===== src/rtl/coproc_pkg.sv =====
// Shared definitions for the zoom-coprocessor command path: opcodes, FSM
// state encoding, image geometry and timer width.
package coproc_pkg;

    typedef enum logic [2:0] {
        OP_NOP         = 3'd0,
        OP_LOAD        = 3'd1,
        OP_STORE       = 3'd2,
        OP_ZOOM_IN_VP  = 3'd3,
        OP_ZOOM_IN_RP  = 3'd4,
        OP_ZOOM_OUT_MP = 3'd5,
        OP_ZOOM_OUT_VD = 3'd6,
        OP_RESET_INST  = 3'd7
    } opcode_t;

    typedef enum logic [2:0] {
        ST_IDLE       = 3'd0,
        ST_WAIT_READY = 3'd1,
        ST_PULSE      = 3'd2,
        ST_WAIT_ACK   = 3'd3,
        ST_WAIT_DONE  = 3'd4,
        ST_SETTLE     = 3'd5,
        ST_RESP       = 3'd6
    } state_t;

    localparam int unsigned IMG_PIXELS = 76800;
    localparam int unsigned ADDR_W     = 17;
    localparam int unsigned PIX_W      = 8;
    localparam int unsigned TMR_W      = 20;

    // NOP and RESET_INST complete without the coprocessor ever dropping FLAG_DONE.
    function automatic logic is_settle_op(input logic [2:0] op);
        return (op == OP_NOP) || (op == OP_RESET_INST);
    endfunction

endpackage


===== src/rtl/coproc_cmd_master_flag_sync.sv =====
// Two-flop synchronizer for the coprocessor's flags and quasi-static DATA_OUT bus.
module flag_sync #(
    parameter int unsigned WIDTH = 1
) (
    input  logic             clock,
    input  logic [WIDTH-1:0] async_i,
    output logic [WIDTH-1:0] sync_o
);

    logic [WIDTH-1:0] meta_d, meta_q;
    logic [WIDTH-1:0] sync_d, sync_q;

    always_comb begin
        meta_d = async_i;
        sync_d = meta_q;
    end

    always_ff @(posedge clock) begin
        meta_q <= meta_d;
        sync_q <= sync_d;
    end

    assign sync_o = sync_q;

endmodule


===== src/rtl/coproc_cmd_master.sv =====
// Host-side command initiator for the zoom coprocessor: one command in flight,
// ENABLE pulse generation, FLAG_DONE handshake tracking and response capture.
// Optional handshake timeouts are built when COPROC_TIMEOUT_EN is defined.
module coproc_cmd_master
    import coproc_pkg::*;
#(
    parameter int unsigned PULSE_CYCLES  = 2,
    parameter int unsigned ACK_TIMEOUT   = 16,
    parameter int unsigned DONE_TIMEOUT  = 1048575,
    parameter int unsigned SETTLE_CYCLES = 8
) (
    input  logic              clock,
    input  logic              reset_n,
    input  logic              cmd_valid,
    output logic              cmd_ready,
    input  logic [2:0]        cmd_instruction,
    input  logic [ADDR_W-1:0] cmd_addr,
    input  logic [PIX_W-1:0]  cmd_data,
    output logic              rsp_valid,
    input  logic              rsp_ready,
    output logic [PIX_W-1:0]  rsp_data,
    output logic              rsp_error,
    output logic              rsp_zoom_max,
    output logic              rsp_zoom_min,
    output logic              rsp_timeout,
    output logic              busy,
    output logic [2:0]        instruction,
    output logic [ADDR_W-1:0] mem_addr,
    output logic [PIX_W-1:0]  data_in,
    output logic              enable_n,
    input  logic              flag_done,
    input  logic              flag_error,
    input  logic              flag_zoom_max,
    input  logic              flag_zoom_min,
    input  logic [PIX_W-1:0]  data_out
);

    localparam int unsigned SYNC_W = PIX_W + 4;

    state_t              state_d, state_q;
    logic [TMR_W-1:0]    cnt_d, cnt_q;
    logic [2:0]          instr_d, instr_q;
    logic [ADDR_W-1:0]   addr_d, addr_q;
    logic [PIX_W-1:0]    wdata_d, wdata_q;
    logic [PIX_W-1:0]    rsp_data_d, rsp_data_q;
    logic                rsp_error_d, rsp_error_q;
    logic                rsp_zmax_d, rsp_zmax_q;
    logic                rsp_zmin_d, rsp_zmin_q;
    logic                rsp_timeout_d, rsp_timeout_q;
    logic                rsp_valid_d, rsp_valid_q;
    logic                enable_n_d, enable_n_q;
    logic                cmd_ready_d, cmd_ready_q;

    logic [SYNC_W-1:0]   sync_vec;
    logic                done_s, error_s, zmax_s, zmin_s;
    logic [PIX_W-1:0]    data_s;
    logic                accept;
    logic                pulse_last, settle_last;
    logic                ack_to, done_to;

    flag_sync #(
        .WIDTH(SYNC_W)
    ) u_flag_sync (
        .clock  (clock),
        .async_i({data_out, flag_zoom_min, flag_zoom_max, flag_error, flag_done}),
        .sync_o (sync_vec)
    );

    assign done_s  = sync_vec[0];
    assign error_s = sync_vec[1];
    assign zmax_s  = sync_vec[2];
    assign zmin_s  = sync_vec[3];
    assign data_s  = sync_vec[SYNC_W-1:4];

    assign accept      = cmd_valid && cmd_ready_q;
    assign pulse_last  = (cnt_q == TMR_W'(PULSE_CYCLES - 1));
    assign settle_last = (cnt_q == TMR_W'(SETTLE_CYCLES - 1));

`ifdef COPROC_TIMEOUT_EN
    assign ack_to  = (cnt_q >= TMR_W'(ACK_TIMEOUT - 1));
    assign done_to = (cnt_q >= TMR_W'(DONE_TIMEOUT - 1));
`else
    assign ack_to  = 1'b0;
    assign done_to = 1'b0;
`endif

    always_ff @(posedge clock) begin
        if (!reset_n) begin
            state_q       <= ST_IDLE;
            cnt_q         <= '0;
            instr_q       <= '0;
            addr_q        <= '0;
            wdata_q       <= '0;
            rsp_data_q    <= '0;
            rsp_error_q   <= 1'b0;
            rsp_zmax_q    <= 1'b0;
            rsp_zmin_q    <= 1'b0;
            rsp_timeout_q <= 1'b0;
            rsp_valid_q   <= 1'b0;
            enable_n_q    <= 1'b1;
            cmd_ready_q   <= 1'b0;
        end else begin
            state_q       <= state_d;
            cnt_q         <= cnt_d;
            instr_q       <= instr_d;
            addr_q        <= addr_d;
            wdata_q       <= wdata_d;
            rsp_data_q    <= rsp_data_d;
            rsp_error_q   <= rsp_error_d;
            rsp_zmax_q    <= rsp_zmax_d;
            rsp_zmin_q    <= rsp_zmin_d;
            rsp_timeout_q <= rsp_timeout_d;
            rsp_valid_q   <= rsp_valid_d;
            enable_n_q    <= enable_n_d;
            cmd_ready_q   <= cmd_ready_d;
        end
    end

    always_comb begin
        state_d = state_q;
        case (state_q)
            ST_IDLE:       if (accept) state_d = ST_WAIT_READY;
            ST_WAIT_READY: begin
                if (done_s)      state_d = ST_PULSE;
                else if (ack_to) state_d = ST_RESP;
            end
            ST_PULSE: begin
                if (pulse_last) state_d = is_settle_op(instr_q) ? ST_SETTLE : ST_WAIT_ACK;
            end
            ST_WAIT_ACK: begin
                if (!done_s)     state_d = ST_WAIT_DONE;
                else if (ack_to) state_d = ST_RESP;
            end
            ST_WAIT_DONE:  if (done_s || done_to) state_d = ST_RESP;
            ST_SETTLE:     if (settle_last) state_d = ST_RESP;
            ST_RESP:       if (rsp_ready) state_d = ST_IDLE;
            default:       state_d = ST_IDLE;
        endcase
    end

    // Registered outputs are computed from state_d so they change on the same edge as the state.
    always_comb begin
        instr_d       = instr_q;
        addr_d        = addr_q;
        wdata_d       = wdata_q;
        rsp_data_d    = rsp_data_q;
        rsp_error_d   = rsp_error_q;
        rsp_zmax_d    = rsp_zmax_q;
        rsp_zmin_d    = rsp_zmin_q;
        rsp_timeout_d = rsp_timeout_q;

        if (state_d != state_q) begin
            cnt_d = '0;
        end else if (cnt_q != {TMR_W{1'b1}}) begin
            cnt_d = cnt_q + 1'b1;
        end else begin
            cnt_d = cnt_q;
        end

        if (state_q == ST_IDLE && accept) begin
            instr_d = cmd_instruction;
            addr_d  = cmd_addr;
            wdata_d = cmd_data;
        end

        if (state_d == ST_RESP && state_q != ST_RESP) begin
            rsp_data_d    = '0;
            rsp_error_d   = 1'b0;
            rsp_zmax_d    = 1'b0;
            rsp_zmin_d    = 1'b0;
            rsp_timeout_d = 1'b0;
            if (state_q == ST_WAIT_DONE && done_s) begin
                rsp_data_d  = (instr_q == OP_LOAD) ? data_s : '0;
                rsp_error_d = error_s;
                rsp_zmax_d  = zmax_s;
                rsp_zmin_d  = zmin_s;
            end else if (state_q != ST_SETTLE) begin
                rsp_timeout_d = 1'b1;
            end
        end

        enable_n_d  = (state_d != ST_PULSE);
        cmd_ready_d = (state_d == ST_IDLE);
        rsp_valid_d = (state_d == ST_RESP);
    end

    assign cmd_ready    = cmd_ready_q;
    assign rsp_valid    = rsp_valid_q;
    assign rsp_data     = rsp_data_q;
    assign rsp_error    = rsp_error_q;
    assign rsp_zoom_max = rsp_zmax_q;
    assign rsp_zoom_min = rsp_zmin_q;
    assign rsp_timeout  = rsp_timeout_q;
    assign busy         = (state_q != ST_IDLE);
    assign instruction  = instr_q;
    assign mem_addr     = addr_q;
    assign data_in      = wdata_q;
    assign enable_n     = enable_n_q;

endmodule


===== config.mk =====
export PLATFORM = sky130hd
export DESIGN_NAME = coproc_cmd_master
export DESIGN_NICKNAME = d
export VERILOG_FILES = /design/src/rtl/coproc_pkg.sv /design/src/rtl/coproc_cmd_master_flag_sync.sv /design/src/rtl/coproc_cmd_master.sv
export SDC_FILE = /design/constraint.sdc
export NUM_CORES = 1
export LEC_CHECK = 0
export BUFFER_PORTS_ARGS = -buffer_cell sky130_fd_sc_hd__buf_2
export CORE_ASPECT_RATIO = 1.2
export CORE_MARGIN = 1.5
export CORE_UTILIZATION = 50
export CTS_CLUSTER_DIAMETER = 200
export DETAILED_ROUTE_END_ITERATION = 6
export PLACE_DENSITY = 0.79
export SKIP_CTS_REPAIR_TIMING = 1
export SLEW_MARGIN = 20
export SYNTH_ARGS = -nofsm -noshare
export SYNTH_HDL_FRONTEND = slang
export SYNTH_HIERARCHICAL = 1
export SYNTH_SLANG_ARGS = --single-unit

===== constraint.sdc =====
create_clock -name clock -period 5.9 [get_ports clock]
set_clock_uncertainty 0.2 [all_clocks]
set_input_delay 0.59 -clock clock [delete_from_list [all_inputs] [get_ports clock]]
set_output_delay 0.59 -clock clock [all_outputs]
set_load 0.01 [all_outputs]

# == After elaboration in Yosys (flattened, before gate mapping) ==
# Cells that the tools add are included.
# classes
add_sub_neg,1
n_eq_ne,16
mux,16
bitwise,1
reduce_logical,10
# op_table
op,n
$mux 3,8
$pmux 3 s7,1
$add 20x1->20 const B,1
$eq 20x1->1 const B,1
$eq 20x3->1 const B,1
$ne 20x20->1 const B,1
$mux 8,2
$eq 3x3->1 const B,5
$logic_not 3->1,3
$eq 3x1->1 const B,2
$eq 3x2->1 const B,2
$ne 3x3->1 const B,2
$mux 1,5
$logic_and 1x1->1,4
$ne 3x2->1 const B,1
$ne 3x3->1,1
$reduce_bool 3->1,1
$reduce_or 2->1,1
$logic_or 1x1->1,1
$not 1->1,1
# totals
reg_bits,90
input_bits,44
output_inout_bits,44
elab_cells,59

# == Depth between registers and ports, before layout ==
# Gate-level depths: netlist of run 1.
# depth
depth_word,7
ltp_mapped,8
depth_no_buf,7

# == Cells and area by module ==
# Netlist of run 1, hierarchy kept.
# by_module_without_submodules
mod,instances,cells_per_inst,area_each_um2,seq_area_each_um2
coproc_cmd_master,1,343,2929.1,1321.3
flag_sync,1,24,480.5,480.5

# == Worst setup path after synthesis of run 1 ==
# Ideal clock, no wire load.
# synth_timing
kind,register to register
start,register cnt_q[12]
end,register rsp_valid_q (netlist: rsp_valid)
setup_time_ns,0.129
arrival_time_ns,1.778
t_required_ns,5.571
setup_slack_ns,3.793
path_stages_with_launch,7
n_path_buf,1
period_less_slack_ns,2.107
path_cell_list,dfxtp_1 > clkbuf_1 > or4_1 > or4_1 > o21ai_1 > nand4_1 > nor3b_2
# synth_via
elab_chain_len,4
elab_cells_between_ends,6
cone_classes,eq/ne (3); mux (3)
# synth_rtl
element,line_no,text
"start, declared",coproc_cmd_master.sv:41,"logic [TMR_W-1:0] cnt_d, cnt_q;"
"start signal, assigned",coproc_cmd_master.sv:104,cnt_q <= cnt_d;
$eq 20x3->1 or $eq 20x1->1 (tied branches),"coproc_cmd_master.sv:77, coproc_cmd_master.sv:76",
"$mux 3, on equally long branches","coproc_cmd_master.sv:135, coproc_cmd_master.sv:128",
$pmux 3 s7 *,coproc_cmd_master.sv:121,case (state_q)
$eq 3x3->1 *,coproc_cmd_master.sv:184,rsp_valid_d = (state_d == ST_RESP);
"end signal, assigned",coproc_cmd_master.sv:113,rsp_valid_q <= rsp_valid_d;
"end, declared",coproc_cmd_master.sv:50,"logic rsp_valid_d, rsp_valid_q;"
# Every way passes the cells marked *; elsewhere a longest branch is shown, timed or not.
# A chain may end at the register's enable or synchronous reset.

# == Final worst setup path of run 1 ==
# layout_timing
start,register state_q[1]
end,register cnt_q[18]
# layout_via
elab_chain_len,4
elab_cells_between_ends,17
cone_classes,eq/ne (7); mux (8); reduce/logical (2)
# layout_rtl
element,line_no,text
"start, declared",coproc_cmd_master.sv:40,"state_t state_d, state_q;"
"start signal, assigned",coproc_cmd_master.sv:103,state_q <= state_d;
"$eq 3x3->1, or another cell as far along",coproc_cmd_master.sv:121,
$pmux 3 s7,coproc_cmd_master.sv:121,
$ne 3x3->1 *,coproc_cmd_master.sv:152,if (state_d != state_q) begin
$reduce_or 2->1 (no source line) *,-,
# Marked as above.

==> results.sh, run 1 <==
export IMPL_status="completed"
export IMPL_num_rows=32
export IMPL_die_h_um=93.46
export IMPL_required_ps=5950
export IMPL_routed_wl_mm=7.285
export IMPL_ctsLongestPathBuffers=2
export IMPL_antenna_found_initial=0
export IMPL_final_util=0.6221
export IMPL_drtIter0Drc=147
export IMPL_ys_warn_count=6
export IMPL_start_kind="register"
export IMPL_worst_slew_pin_transition_ps=1046
export IMPL_cts_max_level=3
export IMPL_dp_hpwl_mm=5.011
export IMPL_end_kind="register"
export IMPL_rsz0062_at_grt="false"
export IMPL_wire_per_inst_um=13.69
export IMPL_cts_made_buffers=9
export IMPL_reg2reg_to="cnt_q[18]"
export IMPL_synth_top_area_cell="dfxtp_1"
export IMPL_grt_pass1_vias=2750
export IMPL_synth_flop_cell="dfxtp_1"
export IMPL_crit_type="register to register"
export IMPL_drt_first_pass_iters=4
export IMPL_design_area_sq_mm=0.004060
export IMPL_crit_fanout=29
export IMPL_post_route_period_util=0.5311
export IMPL_dieWidth_um=78.38
export IMPL_io_pins=88
export IMPL_synth_area_leaders="dfxtp_1, nand2_1, a21boi_0, xnor2_1, a22oi_1"
export IMPL_ant_nets=0
export IMPL_coreArea_sq_mm=0.006526
export IMPL_drive_above_1_share=0.2506
export IMPL_grt_overflow_total=0
export IMPL_relSlewSlack=0.3009
export IMPL_synth_seq_area_share=0.5284
export IMPL_synth_top_area_frac=0.5284
export IMPL_synth_edf_count=0
export IMPL_clock_latency_ps=360
export IMPL_drv_cap=0
export IMPL_worstSetupEndpoint="cnt_q[18]"
export IMPL_p_leak_uw=0.001671
export IMPL_drv_slew=0
export IMPL_port_buffers=87
export IMPL_fmax_ghz=0.3192
export IMPL_setup_viol=0
export IMPL_tns_ps=0
export IMPL_fillCellCount=560
export IMPL_grt_start_max_net_pins=46
export IMPL_cts_root_buf="clkbuf_8"
export IMPL_clk_pin_slew_worst_paths_ps=100
export IMPL_synthesis_nets=413
export IMPL_grt_usage=0.2118
export IMPL_worstReg2RegStart="state_q[1]"
export IMPL_netlist_cell_type_count=47
export IMPL_hold_viol=0
export IMPL_p_per_area_mw_per_mm2=334.5
export IMPL_syn_inst=367
export IMPL_ff2ff_path_depth=5
export IMPL_rrSetupSlack_ps=2770
export IMPL_drc=0
export IMPL_ys_async_sr_fraction=0
export IMPL_areaGrowthSynthToFinish_pct=19.08
export IMPL_start_util=0.5224
export IMPL_cts_tree="done"
export IMPL_ys_ff_latch=90
export IMPL_hp_class="input pin to register"
export IMPL_finish_net_count=488
export IMPL_clock_sinks=90
export IMPL_avgSynthCellArea_sq_um=9.290
export IMPL_via_per_inst=5.336
export IMPL_diodes=0
export IMPL_grt_first_pass_wirelength_mm=12.26
export IMPL_gp_congestion=0.8331
export IMPL_vias=2839
export IMPL_postPlaceCellArea_sq_mm=0.003857
export IMPL_ir_worst_vdd_uv=329.2
export IMPL_dieArea_sq_mm=0.007325
export IMPL_fin_crit_ps=3133
export IMPL_worstPathArrival_ps=3180
export IMPL_syn_area_sq_mm=0.003410
export IMPL_crit_start="state_q[1]"
## final cells by class
cell class,count,area (sq um),share of cell area
clock buffers,9,123.9,0.03051
well taps,85,106.4,0.02619
clock inverters,7,72.57,0.01787
inverters,5,18.77,0.004623
flip-flops and latches,90,1802,0.4438
multi-input cells,248,1494,0.3680
repair buffers,88,442.9,0.1091
## state kept, by name, summed over array words and instances, names as in the netlist, 3 cells and up
register / cells
state_q: 3
u_flag_sync/sync_o: 12
u_flag_sync/meta_q: 12
mem_addr: 17
instruction: 3
cnt_q: 20
data_in: 8
rsp_data: 8
## cell families (layout without fill, tap and decap cells)
kind of cell    Yosys count  in the layout  share of synthesized area
compound gates           74             74                     0.1552
xor+xnor                 11             11                    0.02826
simple gates            159            159                     0.2396
flops                    90             90                     0.5284
buf+inv                  29            109                    0.03523
mux                       2              2                   0.005872
fa+ha+maj                 2              2                   0.007338
## through the flow
step,instances,power [uW],setup slack [ps],hold WS [ps]
2_1_floorplan,367,874.7,3793,109.6
3_3_place_gp,516,951.2,2764,109.6
3_5_place_dp,516,959.1,2696,113.5
4_1_cts,532,1368,2765,108.4
5_1_grt,532,1433,2435,97.07
6_report,532,1358,2767,125.6
## worst min-delay path by stage
stage                     slack [ps]                   from                      to  depth (start not counted)
after CTS                        110          flag_zoom_max   u_flag_sync/meta_q[2]                          1
after detailed placement         110  u_flag_sync/meta_q[1]   u_flag_sync/sync_o[1]                          0
final                            130             flag_error   u_flag_sync/meta_q[1]                          1
after global placement           110  u_flag_sync/meta_q[2]   u_flag_sync/sync_o[2]                          0
after global routing             100            data_out[7]  u_flag_sync/meta_q[11]                          1
after floorplan                  110  u_flag_sync/meta_q[0]   u_flag_sync/sync_o[0]                          0
## report_power, final
group / internal [uW] / leakage (uW) / switching (uW)
Sequential: 663 / 0.000737 / 42.0
Clock: 166 / 0.0000970 / 245
Combinational: 94.9 / 0.000837 / 147
## layout by cell type (no fill, tap or decap), types with 9 or more instances in the layout
master / netlist / final
nor2_1: 21 / 21
a22oi_1: 11 / 11
clkbuf_8: 0 / 9
xnor2_1: 11 / 11
nor2b_1: 13 / 13
nand4_1: 9 / 9
buf_2: 8 / 87
dfxtp_1: 90 / 90
a21boi_0: 28 / 28
a21oi_1: 9 / 9
nand2_1: 65 / 65
## cells in the mapped netlist (2+ instances only)
library cell  instances
a211oi_1              4
xnor2_1              11
or4_4                 2
o31ai_1               3
inv_1                 5
and3_1                8
mux2i_1               2
ha_1                  2
a311oi_1              3
o21ai_0               4
or4_1                 3
or3_1                 4
a21boi_0             28
buf_2                 8
nor3_1                8
nand3b_1              3
nor4_1                2
nor4b_1               2
dfxtp_1              90
nor2b_1              13
nor2_1               21
a22oi_1              11
and4_1                2
nand4_1               9
and2_1                4
a21oi_1               9
nand2_1              65
nand3_1               7
clkbuf_1             15
a31oi_1               2
## worst max-delay path, cell delays in order, from the launching register on
cell	delay, ps
dfxtp_1	540
nor3_1	130
nand3_1	730
and3_1	280
nand4_1	680
a311oi_1	460
## per-layer routing
metal  GRT usage  share of wire  up-vias
met5           0              0        -
met4     0.07589          0.018        0
met3     0.06829          0.055       12
met2      0.3710           0.50       81
met1      0.2403           0.42     1317
li1            -              -     1429
(Power assumes the default switching activity.)
==> run 2: changes to the inputs <==
- ABC_AREA: not set -> 1
- CORE_UTILIZATION: 50 -> 48
- clock period: 5.9 -> 2.8 ns (I/O delays scaled with it)
==> run 2 against run 1 <==
Net effect:
- the flow now finishes with violations (negative hold slack)
- largest power group unchanged
- synthesized cell count rose by 20%
- register-to-register slack got worse by 2300 ps
- maximum frequency rose by 33%
- cell count rose by 19%
- non-clock buffer count rose by 14
- design area rose by 8.4%
- setup slack got worse by 2300 ps
- sequential share of layout area fell by 3.4 points
- critical endpoint is now cnt_q[19]
- die area rose by 10%
==> results.sh, run 2 <==
export IMPL_status="complete, but fails checks"
export IMPL_violations="negative hold slack"
export IMPL_drc=0
export IMPL_rsz0062_at_grt="false"
export IMPL_hold_viol=2
export IMPL_dieWidth_um=82.28
export IMPL_clock_latency_ps=360
export IMPL_grtUsageMet1=0.2184
export IMPL_synth_seq_area_share=0.4978
export IMPL_ant_nets=0
export IMPL_fin_crit_ps=2353
export IMPL_start_util=0.4976
export IMPL_drt_first_pass_iters=4
export IMPL_coreArea_sq_mm=0.007274
export IMPL_clk_pin_slew_worst_paths_ps=100
export IMPL_synth_most_common_cell="dfxtp_1"
export IMPL_grt_first_pass_wirelength_mm=12.69
export IMPL_grt_start_max_net_pins=57
export IMPL_top_register="cnt_q"
export IMPL_grt_usage=0.2004
export IMPL_ys_async_sr_fraction=0
export IMPL_netlist_cell_type_count=28
export IMPL_p_leak_uw=0.001918
export IMPL_worstPathArrival_ps=2380
export IMPL_ir_worst_vdd_uv=376.6
export IMPL_tns_ps=0
export IMPL_ctsLongestPathBuffers=2
export IMPL_met3_usage=0.05794
export IMPL_synth_top_area_frac=0.4978
export IMPL_grt_pass1_vias=3074
export IMPL_fin_hold_ws_ps=-6.661
export IMPL_die_h_um=98.13
export IMPL_post_route_period_util=0.8405
export IMPL_cts_root_buf="clkbuf_8"
export IMPL_synth_edf_count=0
export IMPL_io_pins=88
export IMPL_areaGrowthSynthToFinish_pct=21.53
export IMPL_final_util=0.6047
export IMPL_cts_made_buffers=9
export IMPL_cp_cell_sequence="ha_1, nand2_1, nor2_1, nand3_2, nand2_1, inv_1, nor2_2, nand2_1, nand3_2, nor3_2"
export IMPL_ys_warn_count=6
export IMPL_synthTopCellsByCount="dfxtp_1, nand2_1, inv_1"
export IMPL_synth_area_leaders="dfxtp_1, nand2_1, nor3_2, inv_1, a21oi_1"
export IMPL_antenna_found_initial=0
export IMPL_clock_sinks=90
export IMPL_gp_congestion=0.9417
export IMPL_largest_reg_flops=20
export IMPL_dieArea_sq_mm=0.008074
export IMPL_cpPeakStageDelay_ps=450
export IMPL_relSlewSlack=0.5432
export IMPL_cp_common_cell="nand2_1"
export IMPL_dp_hpwl_mm=5.427
export IMPL_required_ps=2820
export IMPL_fmax_ghz=0.4249
export IMPL_rrSetupSlack_ps=450
export IMPL_synth_flop_cell="dfxtp_1"
export IMPL_met2_usage=0.3427
export IMPL_p_per_area_mw_per_mm2=593.3
export IMPL_synth_top_area_cell="dfxtp_1"
export IMPL_layout_common_cells="dfxtp_1, buf_2, nand2_1, inv_1, nor2_1"
export IMPL_cts_max_level=3
export IMPL_ys_ff_latch=90
export IMPL_top_usage_layer="met2"
export IMPL_avgSynthCellArea_sq_um=8.208
export IMPL_start_kind="register"
export IMPL_hp_class="input pin to register"
export IMPL_drv_slew=0
export IMPL_syn_inst=441
export IMPL_port_buffers=87
export IMPL_routed_wl_mm=7.948
export IMPL_crit_type="register to register"
export IMPL_drtIter0Drc=140
export IMPL_syn_area_sq_mm=0.003620
export IMPL_finish_net_count=583
export IMPL_drv_cap=0
export IMPL_via_per_inst=5.000
export IMPL_synthesis_nets=487
export IMPL_critPathSlowestCell="dfxtp_1"
export IMPL_grt_overflow_total=0
export IMPL_final_common_cell="dfxtp_1"
export IMPL_cts_tree="done"
export IMPL_end_kind="register"
export IMPL_worst_slew_pin_transition_ps=679.5
export IMPL_crit_fanout=20
export IMPL_setup_viol=0
export IMPL_num_rows=34
export IMPL_drive_above_1_share=0.2657
export IMPL_vias=3160
export IMPL_wire_per_inst_um=12.58
export IMPL_diodes=0
## run 2: cell types whose count changed in the layout (fill, tap and decap cells not counted), moves of 13 or more
cell,change
a21boi_0,-28
o21ai_0,+27
inv_1,+50
nor3_2,+20
a21oi_1,+32
nor2b_1,-13
nor2_1,+29
## run 2: worst paths after layout
path                            to                  start  depth (start not counted)
max                      cnt_q[19]               cnt_q[0]                         10
min                    mem_addr[3]            cmd_addr[3]                          3
max reg2reg              cnt_q[19]               cnt_q[0]                         10
min reg2reg  u_flag_sync/sync_o[8]  u_flag_sync/meta_q[8]                          0
## run 2: kinds of logic after synthesis
family                   count (synthesis)  synth area share
AO/OA/AOI/OAI                           75            0.1047
buffers and inverters                   76           0.09160
flip-flops                              90            0.4978
AND/OR/NAND/NOR                        180            0.2554
XOR/XNOR                                18           0.04355
adder cells (fa/ha/maj)                  2          0.006912
## run 2: stage by stage
step           total power [uW]  std cells  hold slack (ps)  setup WS (ps)  cell area (sq um)
2_1_floorplan              1669        441            107.7          925.3               3620
3_3_place_gp               1764        604            110.9          630.7               4085
3_5_place_dp               1780        604            112.8          436.1               4085
4_1_cts                    2620        620           -202.2          445.1               4279
5_1_grt                    2739        632            3.273          246.0               4399
6_report                   2610        632           -6.661          446.7               4399
## run 2: layer usage
layer  share of wire  wire length (um)
met5               0                 0
met4           0.018               142
met3           0.057               455
met2            0.52              4122
met1            0.41              3227
## run 2: critical path, delay by kind of cell, from the launching register on
family / cells / cell delay, ps
simple gates: 8 / 1240
fa+ha+maj: 1 / 300
flops: 1 / 450
buf+inv: 1 / 40
## run 2: cell type report
type / instances / area (sq um)
clock buffers: 9 / 123.9
clock inverters: 7 / 70.07
fillers: 609 / 2875
inverters: 59 / 226.5
multi-input cells: 275 / 1486
flip-flops and latches: 90 / 1802
well taps: 90 / 112.6
repair buffers: 102 / 578.1
## run 2: power breakdown
part / internal, uW / total [uW] / switching, uW
clock: 345 / 845 / 500
combinational: 136 / 356 / 221
sequential: 1360 / 1410 / 47.3
total: 1840 / 2610 / 768
==> run 3: changes to the inputs <==
- clock period: 2.8 -> 1.9 ns (I/O delays scaled with it)
==> run 3 against run 2 <==
Net effect:
- the run now ends clean
- critical path depth rose by 2
- combinational power rose by 120%
- count of clock-buffer cells in the layout did not move
- worst hold slack improved by 100 ps
- cell count rose by 8.2%
- register-to-register slack got worse by 420 ps
- non-clock buffer count rose by 52
- die area did not move
- critical path type unchanged
==> results.sh, run 3 (same netlist as run 2, synthesis figures left out) <==
export IMPL_status="completed"
export IMPL_wl_met3_um=727
export IMPL_cp_cell_sequence="inv_4, ha_4, nand3_4, nor2_1, nand2_1, nor2_2, nand3_2, nand2_2, nand2_2, nand3_4, clkbuf_16, nor3_4"
export IMPL_fillCellCount=461
export IMPL_grt_usage=0.2043
export IMPL_end_kind="register"
export IMPL_clock_sinks=90
export IMPL_fmax_ghz=0.5333
export IMPL_drc=0
export IMPL_grt_start_max_net_pins=57
export IMPL_cts_made_buffers=9
export IMPL_io_pins=88
export IMPL_relSlewSlack=0.6920
export IMPL_drtIter0Drc=182
export IMPL_crit_type="register to register"
export IMPL_die_h_um=98.13
export IMPL_wl_met2_mm=5.519
export IMPL_gp_congestion=0.9684
export IMPL_ctsLongestPathBuffers=2
export IMPL_drt_first_pass_iters=5
export IMPL_vias=3589
export IMPL_largest_reg_flops=20
export IMPL_cts_root_buf="clkbuf_8"
export IMPL_top_register="cnt_q"
export IMPL_p_leak_uw=0.002234
export IMPL_layout_common_cells="buf_2, dfxtp_1, nand2_1, inv_1, nor2_1"
export IMPL_setup_viol=0
export IMPL_diodes=0
export IMPL_p_per_area_mw_per_mm2=809.5
export IMPL_dp_hpwl_mm=5.655
export IMPL_grt_pass1_vias=3176
export IMPL_hp_class="input pin to register"
export IMPL_wire_per_inst_um=15.51
export IMPL_crit_start="cnt_q[1]"
export IMPL_worst_slew_pin_transition_ps=461.9
export IMPL_drv_cap=0
export IMPL_worstPathArrival_ps=1930
export IMPL_highest_layer="met4"
export IMPL_dieWidth_um=82.28
export IMPL_dp_cells=618
export IMPL_start_util=0.4976
export IMPL_port_buffers=87
export IMPL_areaGrowthSynthToFinish_pct=41.82
export IMPL_via_per_inst=5.247
export IMPL_grt_first_pass_wirelength_mm=12.88
export IMPL_hold_start="reset_n"
export IMPL_drive_above_1_share=0.3485
export IMPL_grt_overflow_total=0
export IMPL_post_route_period_util=0.9870
export IMPL_cts_max_level=3
export IMPL_num_rows=34
export IMPL_start_kind="register"
export IMPL_cts_tree="done"
export IMPL_clk_pin_slew_worst_paths_ps=100
export IMPL_met1_length_mm=4.054
export IMPL_routed_wl_mm=10.61
export IMPL_fin_cells=684
export IMPL_clock_latency_ps=360
export IMPL_coreArea_sq_mm=0.007274
export IMPL_fin_hold_ws_ps=94.79
export IMPL_ir_worst_vdd_uv=1133
export IMPL_hold_viol=0
export IMPL_rsz0062_at_grt="true"
export IMPL_crit_fanout=5
export IMPL_required_ps=1960
export IMPL_antenna_found_initial=0
export IMPL_worstReg2RegStart="cnt_q[1]"
export IMPL_drv_slew=0
export IMPL_critPathSlowestCell="dfxtp_4"
export IMPL_ant_nets=0
export IMPL_finish_net_count=635
export IMPL_fin_crit_ps=1875
export IMPL_dieArea_sq_mm=0.008074
export IMPL_cpPeakStageDelay_ps=380
export IMPL_final_common_cell="buf_2"
[run 3: changes by cell type in the layout (fill, tap and decap cells not counted), moves of 6 or more]
cell and change:
nand2_1 -7, buf_4 +17, dfxtp_4 +8, nand2_2 +7, buf_12 +6, nor2_1 -7
dlygate4sd3_1 +28, dfxtp_1 -12
[run 3: per-stage QoR]
step	area, sq um	TNS (ps)	util	power (uW)	setup slack (ps)
final	5134	0	0.7057	4156	24.76
after global routing	5134	-1393	0.7057	4327	-79.59
after CTS	4454	-19.20	0.6123	3939	-6.195
after detailed placement	4265	0	0.5863	2702	41.20
after global placement	4265	0	0.5863	2681	74.48
after floorplan	3620	0	-	2460	25.34
[run 3: worst paths after layout]
path	slack, ps	end	cells after the start
setup / recovery	20	cnt_q[9]	12
hold / removal	90	state_q[0]	4
setup reg to reg	20	cnt_q[9]	12
hold reg to reg	130	u_flag_sync/sync_o[0]	0
[run 3: critical path: cells and delay by family (launching register included)]
family / cells / cell delay, ps
and+or+nand+nor: 9 / 810
DFF: 1 / 380
buffers and inverters: 2 / 250
adders and majority gates: 1 / 130
[run 3: cell type report]
type | instances | area (sq um) | area share
clock buffers | 9 | 123.9 | 0.02413
clock inverters | 7 | 65.06 | 0.01267
inverters | 59 | 229.0 | 0.04460
multi-input cells | 275 | 1635 | 0.3185
flip-flops and latches | 90 | 1837 | 0.3578
well taps | 90 | 112.6 | 0.02194
repair buffers | 154 | 1131 | 0.2203
[run 3: metal layers]
metal,up-vias,GRT usage
met5,-,0
met4,0,0.07171
met3,34,0.07290
met2,165,0.3571
met1,1675,0.2212
li1,1715,-
[run 3: report_power, final]
| part | internal (uW) | switching, uW |
|---|---|---|
| clock | 510 | 760 |
| sequential | 2000 | 88.9 |
| combinational | 364 | 429 |
